==> src/rtl/vga_timing_gen.sv <==
// VGA timing generator: pixel-clock divider, free-running H/V counters, sync/blank
// decode and a latency-matched output stage merging drawing-logic colour or test patterns.
module vga_timing_gen #(
    parameter int   H_VISIBLE = 640,
    parameter int   H_FRONT   = 16,
    parameter int   H_SYNC    = 96,
    parameter int   H_BACK    = 48,
    parameter int   V_VISIBLE = 480,
    parameter int   V_FRONT   = 10,
    parameter int   V_SYNC    = 2,
    parameter int   V_BACK    = 33,
    parameter logic HS_POL    = 1'b0,
    parameter logic VS_POL    = 1'b0,
    parameter int   CLK_DIV   = 2,
    parameter int   PIPE      = 2,
    parameter int   COORD_W   = 10,
    parameter int   COLOR_W   = 8
) (
    input  logic                   CLOCK_50,
    input  logic                   reset,
    input  logic [1:0]             mode,
    input  logic [3*COLOR_W-1:0]   rgb_in,
    output logic                   pix_ce,
    output logic [COORD_W-1:0]     x,
    output logic [COORD_W-1:0]     y,
    output logic                   coord_valid,
    output logic                   frame_start,
    output logic                   VGA_HS,
    output logic                   VGA_VS,
    output logic                   VGA_BLANK_N,
    output logic [COLOR_W-1:0]     VGA_R,
    output logic [COLOR_W-1:0]     VGA_G,
    output logic [COLOR_W-1:0]     VGA_B,
    output logic                   VGA_CLK,
    output logic                   VGA_SYNC_N
);
    localparam int H_TOTAL = H_VISIBLE + H_FRONT + H_SYNC + H_BACK;
    localparam int V_TOTAL = V_VISIBLE + V_FRONT + V_SYNC + V_BACK;
    localparam int DIV_W   = $clog2(CLK_DIV);
    localparam int BAR_PIX = (H_VISIBLE >= 8) ? H_VISIBLE / 8 : 1;

    localparam logic [DIV_W-1:0]   DIV_LAST = DIV_W'(CLK_DIV - 1);
    localparam logic [DIV_W-1:0]   DIV_HALF = DIV_W'(CLK_DIV / 2);
    localparam logic [COORD_W-1:0] H_LAST   = COORD_W'(H_TOTAL - 1);
    localparam logic [COORD_W-1:0] V_LAST   = COORD_W'(V_TOTAL - 1);
    localparam logic [COORD_W-1:0] H_VIS    = COORD_W'(H_VISIBLE);
    localparam logic [COORD_W-1:0] V_VIS    = COORD_W'(V_VISIBLE);
    localparam logic [COORD_W-1:0] HS_BEG   = COORD_W'(H_VISIBLE + H_FRONT);
    localparam logic [COORD_W-1:0] HS_END   = COORD_W'(H_VISIBLE + H_FRONT + H_SYNC);
    localparam logic [COORD_W-1:0] VS_BEG   = COORD_W'(V_VISIBLE + V_FRONT);
    localparam logic [COORD_W-1:0] VS_END   = COORD_W'(V_VISIBLE + V_FRONT + V_SYNC);
    localparam logic [COORD_W-1:0] BAR_W_C  = COORD_W'(BAR_PIX);

    typedef struct packed {
        logic       hs;
        logic       vs;
        logic       blank;
        logic [2:0] bar;
        logic       chk;
    } pix_t;

    localparam pix_t PIX_IDLE = '{hs: 1'b0, vs: 1'b0, blank: 1'b1, bar: 3'd0, chk: 1'b0};

    logic [DIV_W-1:0]   div_q, div_d;
    logic               vga_clk_q;
    logic [COORD_W-1:0] h_q, h_d, v_q, v_d;
    logic [COORD_W-1:0] x_q, y_q;
    logic               valid_q, fs_q, hs_act_q, vs_act_q;
    logic [1:0]         mode_q;
    logic [COORD_W-1:0] bar_idx;
    logic [2:0]         bar_k;
    pix_t               s0, tail;
    logic [3*COLOR_W-1:0] colour_d, rgb_q;
    logic               hs_q, vs_q, blank_n_q, hs_d, vs_d;

    assign pix_ce = (div_q == DIV_LAST);

    always_comb begin
        div_d = pix_ce ? '0 : div_q + DIV_W'(1);
    end

    always_comb begin
        h_d = h_q;
        v_d = v_q;
        if (pix_ce) begin
            if (h_q == H_LAST) begin
                h_d = '0;
                v_d = (v_q == V_LAST) ? '0 : v_q + COORD_W'(1);
            end else begin
                h_d = h_q + COORD_W'(1);
            end
        end
    end

    // Stage 0 captures the counter before it advances, so x/y lag h/v by one tick.
    always_ff @(posedge CLOCK_50) begin
        if (reset) begin
            div_q     <= '0;
            vga_clk_q <= 1'b0;
            h_q       <= '0;
            v_q       <= '0;
            x_q       <= '0;
            y_q       <= '0;
            valid_q   <= 1'b0;
            fs_q      <= 1'b0;
            hs_act_q  <= 1'b0;
            vs_act_q  <= 1'b0;
            mode_q    <= 2'd0;
        end else begin
            div_q     <= div_d;
            vga_clk_q <= (div_d >= DIV_HALF);
            h_q       <= h_d;
            v_q       <= v_d;
            if (pix_ce) begin
                x_q      <= h_q;
                y_q      <= v_q;
                valid_q  <= (h_q < H_VIS) && (v_q < V_VIS);
                fs_q     <= (h_q == '0) && (v_q == '0);
                hs_act_q <= (h_q >= HS_BEG) && (h_q < HS_END);
                vs_act_q <= (v_q >= VS_BEG) && (v_q < VS_END);
                if (fs_q) begin
                    mode_q <= mode;
                end
            end
        end
    end

    assign bar_idx = x_q / BAR_W_C;
    assign bar_k   = (bar_idx > COORD_W'(7)) ? 3'd7 : bar_idx[2:0];

    always_comb begin
        s0       = PIX_IDLE;
        s0.hs    = hs_act_q;
        s0.vs    = vs_act_q;
        s0.blank = ~valid_q;
        s0.bar   = bar_k;
        s0.chk   = x_q[5] ^ y_q[5];
    end

    generate
        if (PIPE == 0) begin : g_nopipe
            assign tail = s0;
        end else begin : g_pipe
            pix_t pipe_q [PIPE];
            pix_t pipe_d [PIPE];
            for (genvar gi = 0; gi < PIPE; gi++) begin : g_stage
                if (gi == 0) begin : g_head
                    assign pipe_d[gi] = pix_ce ? s0 : pipe_q[gi];
                end else begin : g_body
                    assign pipe_d[gi] = pix_ce ? pipe_q[gi-1] : pipe_q[gi];
                end
            end
            always_ff @(posedge CLOCK_50) begin
                if (reset) begin
                    for (int i = 0; i < PIPE; i++) begin
                        pipe_q[i] <= PIX_IDLE;
                    end
                end else begin
                    pipe_q <= pipe_d;
                end
            end
            assign tail = pipe_q[PIPE-1];
        end
    endgenerate

    always_comb begin
        colour_d = '0;
        if (!tail.blank) begin
            case (mode_q)
                2'd0:    colour_d = rgb_in;
                2'd1:    colour_d = {{COLOR_W{tail.bar[2]}}, {COLOR_W{tail.bar[1]}},
                                     {COLOR_W{tail.bar[0]}}};
                2'd2:    colour_d = {(3*COLOR_W){tail.chk}};
                default: colour_d = '1;
            endcase
        end
        hs_d = tail.hs ? HS_POL : ~HS_POL;
        vs_d = tail.vs ? VS_POL : ~VS_POL;
    end

    always_ff @(posedge CLOCK_50) begin
        if (reset) begin
            hs_q      <= ~HS_POL;
            vs_q      <= ~VS_POL;
            blank_n_q <= 1'b0;
            rgb_q     <= '0;
        end else if (pix_ce) begin
            hs_q      <= hs_d;
            vs_q      <= vs_d;
            blank_n_q <= ~tail.blank;
            rgb_q     <= colour_d;
        end
    end

    assign x           = x_q;
    assign y           = y_q;
    assign coord_valid = valid_q;
    assign frame_start = fs_q;
    assign VGA_HS      = hs_q;
    assign VGA_VS      = vs_q;
    assign VGA_BLANK_N = blank_n_q;
    assign VGA_R       = rgb_q[3*COLOR_W-1 -: COLOR_W];
    assign VGA_G       = rgb_q[2*COLOR_W-1 -: COLOR_W];
    assign VGA_B       = rgb_q[COLOR_W-1 -: COLOR_W];
    assign VGA_CLK     = vga_clk_q;
    assign VGA_SYNC_N  = 1'b0;
endmodule
==> config.mk <==
export PLATFORM = sky130hd
export DESIGN_NAME = vga_timing_gen
export DESIGN_NICKNAME = d
export VERILOG_FILES = /design/src/rtl/vga_timing_gen.sv
export SDC_FILE = /design/constraint.sdc
export NUM_CORES = 1
export LEC_CHECK = 0
export ABC_AREA = 1
export CAP_MARGIN = 0
export CORE_UTILIZATION = 42
export DETAILED_ROUTE_END_ITERATION = 10
export DONT_BUFFER_PORTS = 1
export GPL_ROUTABILITY_DRIVEN = 0
export MAX_ROUTING_LAYER = met4
export PLACE_DENSITY = 0.58
export SLEW_MARGIN = 20
export SYNTH_ARGS = -nofsm -noshare
export SYNTH_HDL_FRONTEND = slang
export SYNTH_SLANG_ARGS = --single-unit
==> constraint.sdc <==
create_clock -name CLOCK_50 -period 4.2 [get_ports CLOCK_50]
set_input_delay 0.63 -clock CLOCK_50 [delete_from_list [all_inputs] [get_ports CLOCK_50]]
set_output_delay 0.63 -clock CLOCK_50 [all_outputs]
set_load 0.01 [all_outputs]
==> impl_metrics.json, run 1 <==
{
  "tightest_slew_ps": 683,
  "synth_edf_count": 0,
  "max_freq_mhz": 508,
  "drtPass1Iterations": 4,
  "p_clk_share_pct": 39.0,
  "place_ws_ps": 2240,
  "fin_crit_sh_pct": 46.9,
  "powerDensity_nw_per_um2": 399,
  "yosysWarnings": 0,
  "grt_pass1_wl_um": 12600,
  "ys_seq_area_share_pct": 49.5,
  "status": "complete, no violations",
  "finalHoldViolations": 0,
  "path_clk_slew_ps": 90,
  "post_cts_buffers": 0,
  "drc": 0,
  "ant_nets": 0,
  "rsz0062_at_grt": "no",
  "hpwl_um": 5660,
  "p_switching_mw": 0.382,
  "initial_utilization_pct": 43.4,
  "drv_cap": 0,
  "wl_um": 7930,
  "critical-path-max-stage-delay_ps": 430,
  "die_h_um": 94.1,
  "worst_slack_ps": 2230,
  "path_buf_inv": 3,
  "drive_above_1_share_pct": 7.88,
  "crit_top_cell": "buf_4",
  "critPathLaunchType": "flip-flop",
  "finalNetCount": 484,
  "yosys.area.top_type_share_pct": 49.5,
  "cts_max_level": 3,
  "cp_max_fo": 25,
  "fin_setup_tns_ps": 0,
  "hold_class": "in2reg",
  "met1_usage_pct": 22.5,
  "drt_iter0_drc": 102,
  "syn_nets": 488,
  "ys_ff_latch": 88,
  "internal-power_mw": 1.15,
  "die_w_um": 94.1,
  "numCtsBuffers": 9,
  "holdBufCountCts": 0,
  "synthFlopType": "dfxtp_1",
  "design_area_um2": 3840,
  "cp_slowest_cell": "nand2_1",
  "swShare_pct": 24.9,
  "layout_commonest_cell": "nand2_1",
  "grt_pass1_vias": 2613,
  "grt_remaining_overflow": 0,
  "busiest_layer": "met2",
  "syn_area_um2": 3560,
  "cts-resized-gates": 0,
  "ir_drop_mv": 0.157,
  "io_pins": 80,
  "vias": 2990,
  "pwr-share-seq_pct": 56.1,
  "grt_usage_pct": 18.9,
  "setup-violations-final": 0,
  "crit_family": "buffers and inverters",
  "yosys.area.top_type": "dfxtp_1",
  "slew_headroom_pct": 54.4,
  "rows": 33,
  "hold_slack_ps": 327,
  "grt_max_degree": 47,
  "combPwrFrac_pct": 5.0,
  "wl_per_cell_um": 14.1,
  "leakage_nw": 1.51,
  "dieArea_um2": 8850,
  "cts_buffer_depth": 2,
  "core-area_um2": 8220,
  "cts_sinks": 88,
  "synth_area_leaders": "dfxtp_1 (49%), nand2_1 (9.8%), o21ai_0 (7.3%), inv_1 (5.3%), a21oi_1 (5.1%)",
  "diodes": 0,
  "end_kind": "flip-flop",
  "final.setup_skew_ps": 14.3,
  "syn_inst": 456,
  "period_minus_slack_ps": 1970,
  "post_dp_cell_area_um2": 3640,
  "final_cell_mix": "nand2_1 (93), dfxtp_1 (88), o21ai_0 (52)",
  "antenna_found_initial": 0,
  "synthToLayoutAreaGrowth_pct": 7.90,
  "use_met2_pct": 30.0,
  "cts_tree": "done",
  "routed_via_density": 5.32,
  "ys_types": 41,
  "crit_required_ps": 4470,
  "synth-async-reset-ratio_pct": 0,
  "numPortBuffers": 0,
  "crit_path_cell_trace": "buf_4 > inv_1 > nor2_2 > buf_4 > nand2_1 > o21ai_0",
  "critical_path_class": "reg2reg",
  "clk_latency_ps": 360,
  "use_met3_pct": 4.69,
  "synth_area_per_cell_um2": 7.81,
  "arrival_ps": 2240,
  "clockRootBuffer": "clkbuf_8",
  "slew_viol_final": 0
}
==> metrics by stage <==
stage                     total power [mW]  util (%)  cells
after floorplan                      0.938         -    456
after global placement               0.954      44.3    546
after detailed placement             0.954      44.3    546
after CTS                             1.55      46.8    562
after global routing                  1.59      46.8    562
final                                 1.53      46.8    562
==> cell families after synthesis <==
| kind of cell | share of synthesized area, % |
|---|---|
| AND/OR/NAND/NOR | 22.5 |
| adder cells (fa/ha/maj) | 1.41 |
| flip-flops | 49.5 |
| AO/OA/AOI/OAI | 16.9 |
| buffers and inverters | 7.87 |
| XOR/XNOR | 1.72 |
| other | 0.105 |
==> final timing paths <==
path,from,end,slack [ps],cells past startpoint
setup / recovery,pix_ce,rgb_q[5],2230,6
hold / removal,reset,h_q[2],330,1
setup reg to reg,pix_ce,rgb_q[5],2230,6
hold reg to reg,g_pipe.pipe_q[6],VGA_HS,430,1
==> state kept, by name (all words and copies together) (netlist names) <==
| register | flops |
|---|---|
| VGA_BLANK_N | 1 |
| VGA_HS | 1 |
| VGA_VS | 1 |
| coord_valid | 1 |
| frame_start | 1 |
| g_pipe.pipe_q | 14 |
| h_q | 10 |
| hs_act_q | 1 |
| mode_q | 2 |
| pix_ce | 1 |
| rgb_q | 24 |
| v_q | 10 |
| vs_act_q | 1 |
| x | 10 |
| y | 10 |
==> power by group through the flow <==
stage | Clock, mW | Sequential [mW] | Combinational [mW]
final | 0.598 | 0.859 | 0.0760
after global routing | 0.648 | 0.861 | 0.0862
after detailed placement | 0 | 0.879 | 0.0756
after CTS | 0.611 | 0.859 | 0.0760
after floorplan | 0 | 0.875 | 0.0628
after global placement | 0 | 0.879 | 0.0757
==> layer usage <==
layer  routed length [um]  share of wire, %
met3                  456               5.7
met1                 3750                47
met4                  106               1.3
met5                    0                 0
met2                 3620                46
==> cell usage after synthesis, drive strengths merged, types with 2 or more instances <==
cell type and number:
o21ai 53, a22o 3, nor3b 3, clkbuf 8, o32ai 2, ha 4
nor4 5, a22oi 2, nand3 18, nor2 32, dfxtp 88, or2 2
o22ai 7, nand2 98, inv 50, xor2 6, nor3 10, nand4 7
buf 11, o211ai 2, a21oi 36
==> final cells by class <==
cell class / count / area (um2)
multi-input cells: 298 / 1530
fillers: 820 / 4370
repair buffers: 4 / 30.0
inverters: 51 / 193
well taps: 105 / 131
flip-flops and latches: 88 / 1760
clock buffers: 9 / 124
clock inverters: 7 / 76.3
No activity file was read; power rests on OpenSTA's default activity.
==> inputs of run 2 (changes only) <==
Clock period 4.2 ns to 2.02 ns, I/O delays scaled along.
==> impl_metrics.json, run 2 (synthesis results as in run 1) <==
{
  "status": "complete, no violations",
  "clk_latency_ps": 360,
  "finalHoldViolations": 0,
  "io_pins": 80,
  "powerDensity_nw_per_um2": 828,
  "holdBufCountCts": 1,
  "numPortBuffers": 0,
  "antenna_found_initial": 0,
  "clockRootBuffer": "clkbuf_8",
  "period_minus_slack_ps": 1760,
  "r2r_slack_ps": 260,
  "combPwrFrac_pct": 5.2,
  "cts-resized-gates": 0,
  "cts_max_level": 3,
  "drt_iter0_drc": 91,
  "rsz0062_at_grt": "no",
  "swShare_pct": 24.4,
  "final_cell_mix": "nand2_1 (93), dfxtp_1 (88), o21ai_0 (52)",
  "critPathLaunchType": "flip-flop",
  "cts_tree": "done",
  "grt_max_degree": 26,
  "num-fill-cells": 855,
  "wl_per_cell_um": 14.2,
  "diodes": 0,
  "layout_commonest_cell": "nand2_1",
  "end_kind": "flip-flop",
  "max_freq_mhz": 567,
  "grt_pass1_vias": 2791,
  "drv_cap": 0,
  "crit_path_cell_trace": "inv_1 > nor2_2 > nand2_1 > o21ai_0",
  "top_layer": "met4",
  "routed_via_density": 5.23,
  "drt-met1-wl_um": 3840,
  "grt_pass1_wl_um": 13000,
  "path_clk_slew_ps": 90,
  "leakage_nw": 1.54,
  "grt_usage_pct": 19.4,
  "tightest_slew_ps": 735,
  "grt_remaining_overflow": 0,
  "cp_slowest_cell": "nand2_1",
  "top_register": "rgb_q",
  "min_from": "reset",
  "vias": 2963,
  "slew_viol_final": 0,
  "post_cts_buffers": 0,
  "top_regs": "rgb_q (24), g_pipe.pipe_q (14)",
  "slew_headroom_pct": 50.9,
  "cp-startpoint": "pix_ce",
  "power.total_mw": 3.21,
  "pwr-share-seq_pct": 55.6,
  "initial_utilization_pct": 43.4,
  "dieArea_um2": 8850,
  "p_switching_mw": 0.784,
  "core-area_um2": 8220,
  "final.setup_skew_ps": 10.4,
  "hpwl_um": 5890,
  "setup-violations-final": 0,
  "internal-power_mw": 2.43,
  "cts_sinks": 88,
  "arrival_ps": 2030,
  "critical_path_class": "reg2reg",
  "drtPass1Iterations": 4,
  "finalNetCount": 488,
  "routed-wl-met3_um": 447,
  "crit_required_ps": 2290,
  "ir_drop_mv": 0.388,
  "wl_met2_um": 3620,
  "die_w_um": 94.1,
  "cp_max_fo": 25,
  "cts_buffer_depth": 2,
  "synthToLayoutAreaGrowth_pct": 8.92,
  "critical-path-max-stage-delay_ps": 530,
  "ant_nets": 0,
  "rows": 33,
  "drive_above_1_share_pct": 8.46,
  "fin_crit_sh_pct": 87.3,
  "largest_register_ffs": 24,
  "numCtsBuffers": 9,
  "fin_setup_tns_ps": 0,
  "wl_um": 8020,
  "die_h_um": 94.1,
  "hold_class": "in2reg",
  "reg2reg_from": "pix_ce",
  "drc": 0,
  "p_clk_share_pct": 39.2
}
-- run 2: cell types whose count changed in the layout (fill, tap and decap cells not counted) --
cell           delta
buf_4             +3
clkbuf_8          +1
clkinv_2          +1
clkinv_4          +1
clkinvlp_4        -2
dlygate4sd3_1     +1
inv_6             -1
-- run 2: worst paths after layout --
path,endpoint,depth (start not counted)
setup / recovery,rgb_q[23],4
setup reg to reg,rgb_q[23],4
hold / removal,y[1],1
hold reg to reg,VGA_HS,1
-- run 2: area by class of cell --
cell class	count	area, um2	area share [%]
multi-input cells	298	1530	39.4
well taps	105	131	3.39
clock inverters	6	66.3	1.71
inverters	51	193	4.97
clock buffers	10	138	3.55
repair buffers	8	62.6	1.61
flip-flops and latches	88	1760	45.4
-- run 2: layer usage --
layer	GRT usage, %	up-vias
met4	7.31	0
met2	31.0	70
li1	-	1511
met3	4.29	9
met5	-	-
met1	23.8	1373
-- run 2: power groups by stage --
stage | sequential [mW] | clock, mW | combinational (mW)
2_1_floorplan | 1.82 | 0 | 0.131
3_3_place_gp | 1.83 | 0 | 0.165
3_5_place_dp | 1.83 | 0 | 0.166
4_1_cts | 1.79 | 1.29 | 0.171
5_1_grt | 1.79 | 1.36 | 0.190
6_report | 1.79 | 1.26 | 0.168
-- run 2: per-stage QoR --
| stage | setup slack, ps | std cells | hold WS [ps] | area, um2 | utilization, % |
|---|---|---|---|---|---|
| 6_report | 257 | 566 | 13.7 | 3880 | 47.2 |
| 5_1_grt | 47.2 | 566 | 6.06 | 3880 | 47.2 |
| 4_1_cts | 249 | 566 | 3.04 | 3880 | 47.2 |
| 3_5_place_dp | 248 | 549 | 375 | 3670 | 44.6 |
| 3_3_place_gp | 314 | 549 | 377 | 3670 | 44.6 |
| 2_1_floorplan | 517 | 456 | 406 | 3560 | - |
-- run 2: worst max-delay path, delay by kind of cell, from the launching register on --
family          cells  cell delay [ps]
simple gates        2              820
buf+inv             1              130
flops               1              420
compound gates      1              320
